===== config.mk =====
export PLATFORM = sky130hd
export DESIGN_NAME = fetch_pq
export DESIGN_NICKNAME = d
export VERILOG_FILES = /design/src/rtl/fetch_pq_pkg.sv /design/src/rtl/fetch_pq_queue.sv /design/src/rtl/fetch_pq.sv
export SDC_FILE = /design/constraint.sdc
export NUM_CORES = 1
export LEC_CHECK = 0
export CELL_PAD_IN_SITES_DETAIL_PLACEMENT = 0
export CELL_PAD_IN_SITES_GLOBAL_PLACEMENT = 1
export CORE_MARGIN = 2
export CORE_UTILIZATION = 35
export DETAILED_ROUTE_END_ITERATION = 16
export DONT_BUFFER_PORTS = 1
export GPL_ROUTABILITY_DRIVEN = 0
export GPL_TIMING_DRIVEN = 0
export HOLD_SLACK_MARGIN = 0.15
export PLACE_DENSITY = 0.66
export SYNTH_ARGS = -nofsm -noshare
export SYNTH_HDL_FRONTEND = slang
export SYNTH_SLANG_ARGS = --single-unit

===== constraint.sdc =====
create_clock -name clk -period 5.6 [get_ports clk]
set_input_delay 0.56 -clock clk [delete_from_list [all_inputs] [get_ports clk]]
set_output_delay 0.56 -clock clk [all_outputs]
set_load 0.02 [all_outputs]

===== src/rtl/fetch_pq_pkg.sv =====
// Shared CPU constants for the prefetching fetch stage.
// Holds the default address/instruction widths, the NOP encoding, the
// sequential PC step, the bit layout of a prefetch queue entry and the
// redirect source encoding.
package fetch_pq_pkg;

  localparam int unsigned CPU_ADDR_WIDTH  = 32;
  localparam int unsigned CPU_INSTR_WIDTH = 32;
  localparam logic [31:0] CPU_NOP         = 32'h0000_0000;
  localparam int unsigned PC_STEP         = 4;

  // Queue entry layout, LSB first: err_align, err_bus, instr, pc.
  localparam int unsigned ENT_ERR_ALIGN = 0;
  localparam int unsigned ENT_ERR_BUS   = 1;
  localparam int unsigned ENT_INSTR_LSB = 2;

  function automatic int unsigned entry_width(input int unsigned aw, input int unsigned iw);
    return aw + iw + 2;
  endfunction

  typedef enum logic [1:0] {
    REDIR_NONE,
    REDIR_JUMP,
    REDIR_EXCEPT
  } redir_e;

endpackage


===== src/rtl/fetch_pq_queue.sv =====
// fetch_queue: synchronous FIFO holding prefetched {pc, instr, err_bus, err_align}.
// Ports:
//   clk, rst      clock and synchronous active-high reset (pointers/count only)
//   flush         empties the queue; wins over a same-cycle push
//   push, din     write an entry (accepted when not full, or full with a pop)
//   pop           drop the head entry (ignored when empty)
//   head          current head entry, combinational
//   count         number of valid entries (0..DEPTH)
//   full, empty   occupancy flags
module fetch_queue #(
  parameter int unsigned DEPTH = 4,
  parameter int unsigned WIDTH = 66
) (
  input  logic                     clk,
  input  logic                     rst,
  input  logic                     flush,
  input  logic                     push,
  input  logic                     pop,
  input  logic [WIDTH-1:0]         din,
  output logic [WIDTH-1:0]         head,
  output logic [$clog2(DEPTH):0]   count,
  output logic                     full,
  output logic                     empty
);

  localparam int unsigned PW = $clog2(DEPTH);
  localparam int unsigned CW = PW + 1;

  logic [WIDTH-1:0] mem [DEPTH];
  logic [PW-1:0]    rd_ptr;
  logic [PW-1:0]    wr_ptr;
  logic             do_push;
  logic             do_pop;

  assign empty   = (count == '0);
  assign full    = (count == CW'(DEPTH));
  assign do_pop  = pop && !empty;
  // A full queue can still take a push when the head leaves in the same cycle.
  assign do_push = push && (!full || do_pop);
  assign head    = mem[rd_ptr];

  always_ff @(posedge clk) begin
    if (rst || flush) begin
      rd_ptr <= '0;
      wr_ptr <= '0;
      count  <= '0;
    end else begin
      if (do_push) wr_ptr <= wr_ptr + 1'b1;
      if (do_pop)  rd_ptr <= rd_ptr + 1'b1;
      case ({do_push, do_pop})
        2'b10:   count <= count + 1'b1;
        2'b01:   count <= count - 1'b1;
        default: count <= count;
      endcase
    end
  end

  // Storage carries no reset; validity is tracked by count alone.
  always_ff @(posedge clk) begin
    if (do_push && !flush && !rst) mem[wr_ptr] <= din;
  end

endmodule


===== src/rtl/fetch_pq.sv =====
// fetch_pq: prefetching instruction-fetch stage.
// Runs ahead of decode, issuing one sequential IFU read at a time into a
// DEPTH-entry prefetch queue and presenting the queue head to decode.
// Jump/exception redirects flush the queue and discard any in-flight read.
// Ports:
//   clk, rst                         clock, synchronous active-high reset
//   i_jump_valid/i_jump_addr         jump redirect
//   i_except_valid/i_except_haddr    exception redirect (wins over jump)
//   i_exec_stall, i_mem_stall        head not consumed this cycle
//   i_nullify                        head killed (NOP out) but still popped
//   o_fetch_stall                    no valid instruction at the head
//   o_bus_error, o_addr_error        head entry error flags
//   o_addr, o_rd_cmd                 IFU read address and one-cycle strobe
//   i_busy                           IFU cannot accept a command
//   i_rsp_valid, i_instr_dat,
//   i_err_align, i_err_bus           IFU response
//   o_instr, o_pc                    instruction and PC presented to decode
module fetch_pq
  import fetch_pq_pkg::*;
#(
  parameter int unsigned             ADDR_WIDTH  = CPU_ADDR_WIDTH,
  parameter int unsigned             INSTR_WIDTH = CPU_INSTR_WIDTH,
  parameter int unsigned             DEPTH       = 4,
  parameter logic [ADDR_WIDTH-1:0]   RESET_PC    = '0,
  parameter logic [INSTR_WIDTH-1:0]  NOP         = INSTR_WIDTH'(CPU_NOP)
) (
  input  logic                    clk,
  input  logic                    rst,
  input  logic [ADDR_WIDTH-1:0]   i_jump_addr,
  input  logic                    i_jump_valid,
  input  logic                    i_except_valid,
  input  logic [ADDR_WIDTH-1:0]   i_except_haddr,
  input  logic                    i_exec_stall,
  input  logic                    i_mem_stall,
  input  logic                    i_nullify,
  output logic                    o_fetch_stall,
  output logic                    o_bus_error,
  output logic                    o_addr_error,
  output logic [ADDR_WIDTH-1:0]   o_addr,
  output logic                    o_rd_cmd,
  input  logic                    i_busy,
  input  logic                    i_rsp_valid,
  input  logic [INSTR_WIDTH-1:0]  i_instr_dat,
  input  logic                    i_err_align,
  input  logic                    i_err_bus,
  output logic [INSTR_WIDTH-1:0]  o_instr,
  output logic [ADDR_WIDTH-1:0]   o_pc
);

  localparam int unsigned EW = entry_width(ADDR_WIDTH, INSTR_WIDTH);

  logic [ADDR_WIDTH-1:0] fpc;
  logic                  outstanding;
  logic                  discard;
  logic                  halted;

  redir_e                redir;
  logic [ADDR_WIDTH-1:0] redir_target;
  logic                  redirect;
  logic                  rsp_take;
  logic                  rsp_err;
  logic                  push;
  logic                  pop;
  logic                  issue;
  logic [EW-1:0]         push_entry;

  logic [EW-1:0]         q_head;
  logic [$clog2(DEPTH):0] q_count;
  logic                  q_full;
  logic                  q_empty;
  logic                  head_valid;

  always_comb begin
    redir        = REDIR_NONE;
    redir_target = '0;
    if (i_except_valid) begin
      redir        = REDIR_EXCEPT;
      redir_target = i_except_haddr;
    end else if (i_jump_valid) begin
      redir        = REDIR_JUMP;
      redir_target = i_jump_addr;
    end
  end

  assign redirect = (redir != REDIR_NONE);

  // Responses only count while a read is in flight; a stray strobe right
  // after reset is ignored.
  assign rsp_take = i_rsp_valid && outstanding;
  assign rsp_err  = i_err_bus || i_err_align;
  assign push     = rsp_take && !discard && !redirect;
  assign pop      = !q_empty && !i_exec_stall && !i_mem_stall;

  // Room check uses occupancy after this cycle's pop; with at most one read
  // in flight this keeps count + outstanding <= DEPTH.
  assign issue = !i_busy && !outstanding && !halted && !redirect && (!q_full || pop);

  assign push_entry = {o_addr, (rsp_err ? NOP : i_instr_dat), i_err_bus, i_err_align};

  always_ff @(posedge clk) begin
    if (rst) begin
      fpc         <= RESET_PC;
      outstanding <= 1'b0;
      discard     <= 1'b0;
      halted      <= 1'b0;
      o_rd_cmd    <= 1'b0;
      o_addr      <= '0;
    end else begin
      o_rd_cmd <= issue;
      if (issue) begin
        o_addr <= fpc;
        fpc    <= fpc + ADDR_WIDTH'(PC_STEP);
      end
      if (redirect) fpc <= redir_target;

      if (issue)         outstanding <= 1'b1;
      else if (rsp_take) outstanding <= 1'b0;

      // A read still in flight across a redirect belongs to the old stream.
      if (redirect)      discard <= outstanding && !rsp_take;
      else if (rsp_take) discard <= 1'b0;

      // An error entry stops prefetch until software redirects.
      if (redirect)             halted <= 1'b0;
      else if (push && rsp_err) halted <= 1'b1;
    end
  end

  fetch_queue #(
    .DEPTH (DEPTH),
    .WIDTH (EW)
  ) u_queue (
    .clk   (clk),
    .rst   (rst),
    .flush (redirect),
    .push  (push),
    .pop   (pop),
    .din   (push_entry),
    .head  (q_head),
    .count (q_count),
    .full  (q_full),
    .empty (q_empty)
  );

  assign head_valid    = (q_count != '0);
  assign o_fetch_stall = q_empty;
  assign o_instr       = (!head_valid || i_nullify || redirect)
                         ? NOP : q_head[ENT_INSTR_LSB +: INSTR_WIDTH];
  assign o_pc          = head_valid ? q_head[ENT_INSTR_LSB + INSTR_WIDTH +: ADDR_WIDTH] : '0;
  assign o_bus_error   = head_valid && q_head[ENT_ERR_BUS];
  assign o_addr_error  = head_valid && q_head[ENT_ERR_ALIGN];

endmodule


==> impl_metrics.ini <==
[outcome]
status = finished clean

[layout]
stdcell_count = 1595
fin_nets = 1147
syn2layout_area_growth_pct = 14.49
final_core_util_pct = 40.45
multiInputGateArea_um2 = 4354
layout-drive-gt1-share_pct = 19.11
fillCellCount = 3779
seqCellArea_um2 = 9469

[timing]
setup_slack_ns = 2.074
fmax_ghz = 0.2836
fin_skew_ns = 0.01228
fin_crit_sh_pct = 62.96
tightest_slew_ns = 0.9257
maxSlewHeadroom_pct = 38.28
grt_setup_unrepaired = false
setup_tns_ns = 0
slew_violations = 0
fin_crit_ns = 3.526
hold_viol_final = 0
setup_viol_count_final = 0

[clock_tree]
htree_levels = 2
clkTransAtPathRegs_ns = 0.06
clock_path_buffers = 3
cts_buffers = 38
cts_resized = 0
root_buffer = clkbuf_16
tritoncts = done
cts.sinks = 341
clock_latency_ns = 0.52

[pwr]
power_density_nw_per_um2 = 333.7
p_leak_uw = 0.005421
ir_worst_vdd_mv = 0.1896

[hold_path]
worstHoldStart = i_except_haddr[0]
whs_endpoint = fpc[0]
min_path_cells = 2
hold_path_class = in2reg

[global_routing]
overflow = 0
grt_util_all_layers_pct = 17.37
grt_max_degree = 53
grt_antenna_before_repair = 2
grt_pass1_wl_mm = 54.41
grt_pass1_vias = 8474

[drt]
routedWlPerCell_um = 23.29
drt_iter0_drc = 619
viasPerCell = 5.283
first_pass_iters = 5
drt-total-wl_mm = 37.14
vias = 8426
final_antenna_net_count = 0
drc = 0

[placement]
portBuffers = 0
post-place-ws_ns = 2.340
dp_hpwl_mm = 24.95
dp_cells = 1523

[setup_path]
worstSetupEndpointType = primary output
crit_chain = clkbuf_1 > clkbuf_1 > mux4_2 > nor2b_1
critical-path-top-delay-family = buffers and inverters
crit_path_frequent_cell = clkbuf_1
critPathSlowestCell = clkbuf_1
worstPathArrival_ns = 2.97
start_kind = flip-flop
critPathKind = reg2out
reg2reg_depth = 5
worst-path-buf-inv = 2
r2r_setup_slack_ns = 3.25
r2r_end = u_queue.mem[1][56]
cp_max_fo = 10
r2r_start = discard
cp.required_ns = 5.04
cpPeakStageDelay_ns = 0.65

[synthesis]
synth.distinct_cells = 70
synthFlopType = edfxtp_1
synth_nets = 1100
synth_warnings = 0
ys_seq_elements = 341
seq_area_frac_synth_pct = 65.93
synth_area_leaders = edfxtp_1 (55%), dfxtp_1 (11%), mux4_2 (10%)
synth_top_area_share_pct = 55.20
netlist_instances = 987
synth_edf_count = 264
synth_top_area_cell = edfxtp_1
synth.avg_cell_area_um2 = 14.55
async_flop_share_pct = 0
syn_area_um2 = 14360

[die]
pin_count = 207
coreArea_um2 = 40650
dieArea_um2 = 42670
num_rows = 74
start_util_pct = 35.33
dieHeight_um = 206.6
die_width_um = 206.6

[run]
cap_violations = 0
state kept, by name (all words and copies together) (netlist names), named ones only:
register	flops
u_queue.mem	264
fpc	32
o_addr	32
u_queue.count	3
u_queue.rd_ptr	2
u_queue.wr_ptr	2
discard	1
halted	1
o_rd_cmd	1
outstanding	1
metrics by stage:
step / cell area [µm²] / power [µW] / hold WS, ns
CTS: 16440 / 5549 / 0.1582
detailed placement: 15150 / 2998 / 0.4492
global placement: 15030 / 2995 / 0.4486
floorplan: 14360 / 2933 / 0.4312
finish: 16440 / 5487 / 0.1875
global route: 16440 / 5679 / 0.1670
cell type report:
class | instances | share of cell area (%)
antenna | 1 | 0.01522
clock buffer | 47 | 6.118
timing repair buffer | 7 | 0.8523
sequential | 341 | 57.59
multi-input combinational | 546 | 26.48
inverter | 11 | 0.2511
clock inverter | 21 | 1.560
buffer | 89 | 3.082
tap | 532 | 4.048
how the worst max path moves through the flow:
stage	to	start	cells after the start	slack (ns)
global route	o_pc[9]	flip-flop	4	1.79
global placement	u_queue.mem[0][51]	i_jump_valid	5	0.44
floorplan	u_queue.mem[0][0]	i_except_valid	5	2.21
detailed placement	o_instr[22]	i_except_valid	6	2.34
finish	o_pc[11]	flip-flop	4	2.07
CTS	o_pc[9]	flip-flop	4	1.87
metal layers:
| layer | GRT usage [%] | wire [µm] | up-vias |
|---|---|---|---|
| li1 | - | - | 3803 |
| met2 | 27.94 | 17480 | 271 |
| met3 | 3.673 | 2458 | 40 |
| met4 | 4.158 | 545 | 2 |
| met1 | 24.14 | 16650 | 4310 |
| met5 | 0 | 13 | - |
synth_stat cells (3+ instances only):
cell and n:
and3_1 7, nor2_1 42, mux2i_1 13, o221ai_1 4, or3_1 5, a211oi_1 7
nand3_1 20, mux4_2 66, dfxtp_1 77, nor2b_1 67, o21a_1 4, ha_1 5
inv_1 10, clkbuf_1 33, nand4_1 6, xnor2_1 5, buf_4 37, nor4_1 3
o21ai_0 22, nor3_2 5, edfxtp_1 264, nor3_1 7, a31oi_1 5, nand2_1 88
a21o_1 3, a221oi_1 3, and4_1 3, buf_2 14, o31ai_1 3, a21oi_1 57
nand2b_1 3, a22oi_1 6, and2_1 37, o22ai_1 10
timing repair:
action	in CTS	in global routing
hold endpoints to repair	9	0
setup buffers	0	0
hold buffers	3	0
kinds of logic (layout without fill, tap and decap cells):
| kind of cell | after synthesis | in the layout | share of synthesized area [%] |
|---|---|---|---|
| AND/OR/NAND/NOR | 307 | 307 | 11.47 |
| XOR/XNOR | 7 | 7 | 0.4269 |
| adder cells (fa/ha/maj) | 6 | 6 | 0.5750 |
| multiplexers | 80 | 80 | 11.33 |
| other | 0 | 1 | 0 |
| flip-flops | 341 | 341 | 65.93 |
| buffers and inverters | 100 | 175 | 3.816 |
| AO/OA/AOI/OAI | 146 | 146 | 6.447 |
power by group:
part / switching, µW / leakage (µW) / internal, µW
Clock: 988 / 0.000613 / 1550
Sequential: 36.3 / 0.00321 / 2730
Combinational: 117 / 0.00160 / 63.3
Total: 1140 / 0.00542 / 4350
placed cells by master, fill, tap and decap left out, types with 6 or more instances in the layout:
cell type,n
clkbuf_16,39
a211oi_1,7
a21oi_1,57
nand4_1,6
clkinv_2,6
mux2i_1,13
clkbuf_1,41
a22oi_1,6
inv_1,10
and3_1,7
nand3_1,20
o22ai_1,10
buf_2,14
and2_1,33
buf_4,37
nand2_1,88
mux4_2,66
nor2b_1,67
nor3_1,7
o21ai_0,22
bufinv_16,6
dfxtp_1,77
clkinv_1,7
edfxtp_1,264
nor2_1,42
Note: power is estimated with default switching activity, not from simulation.
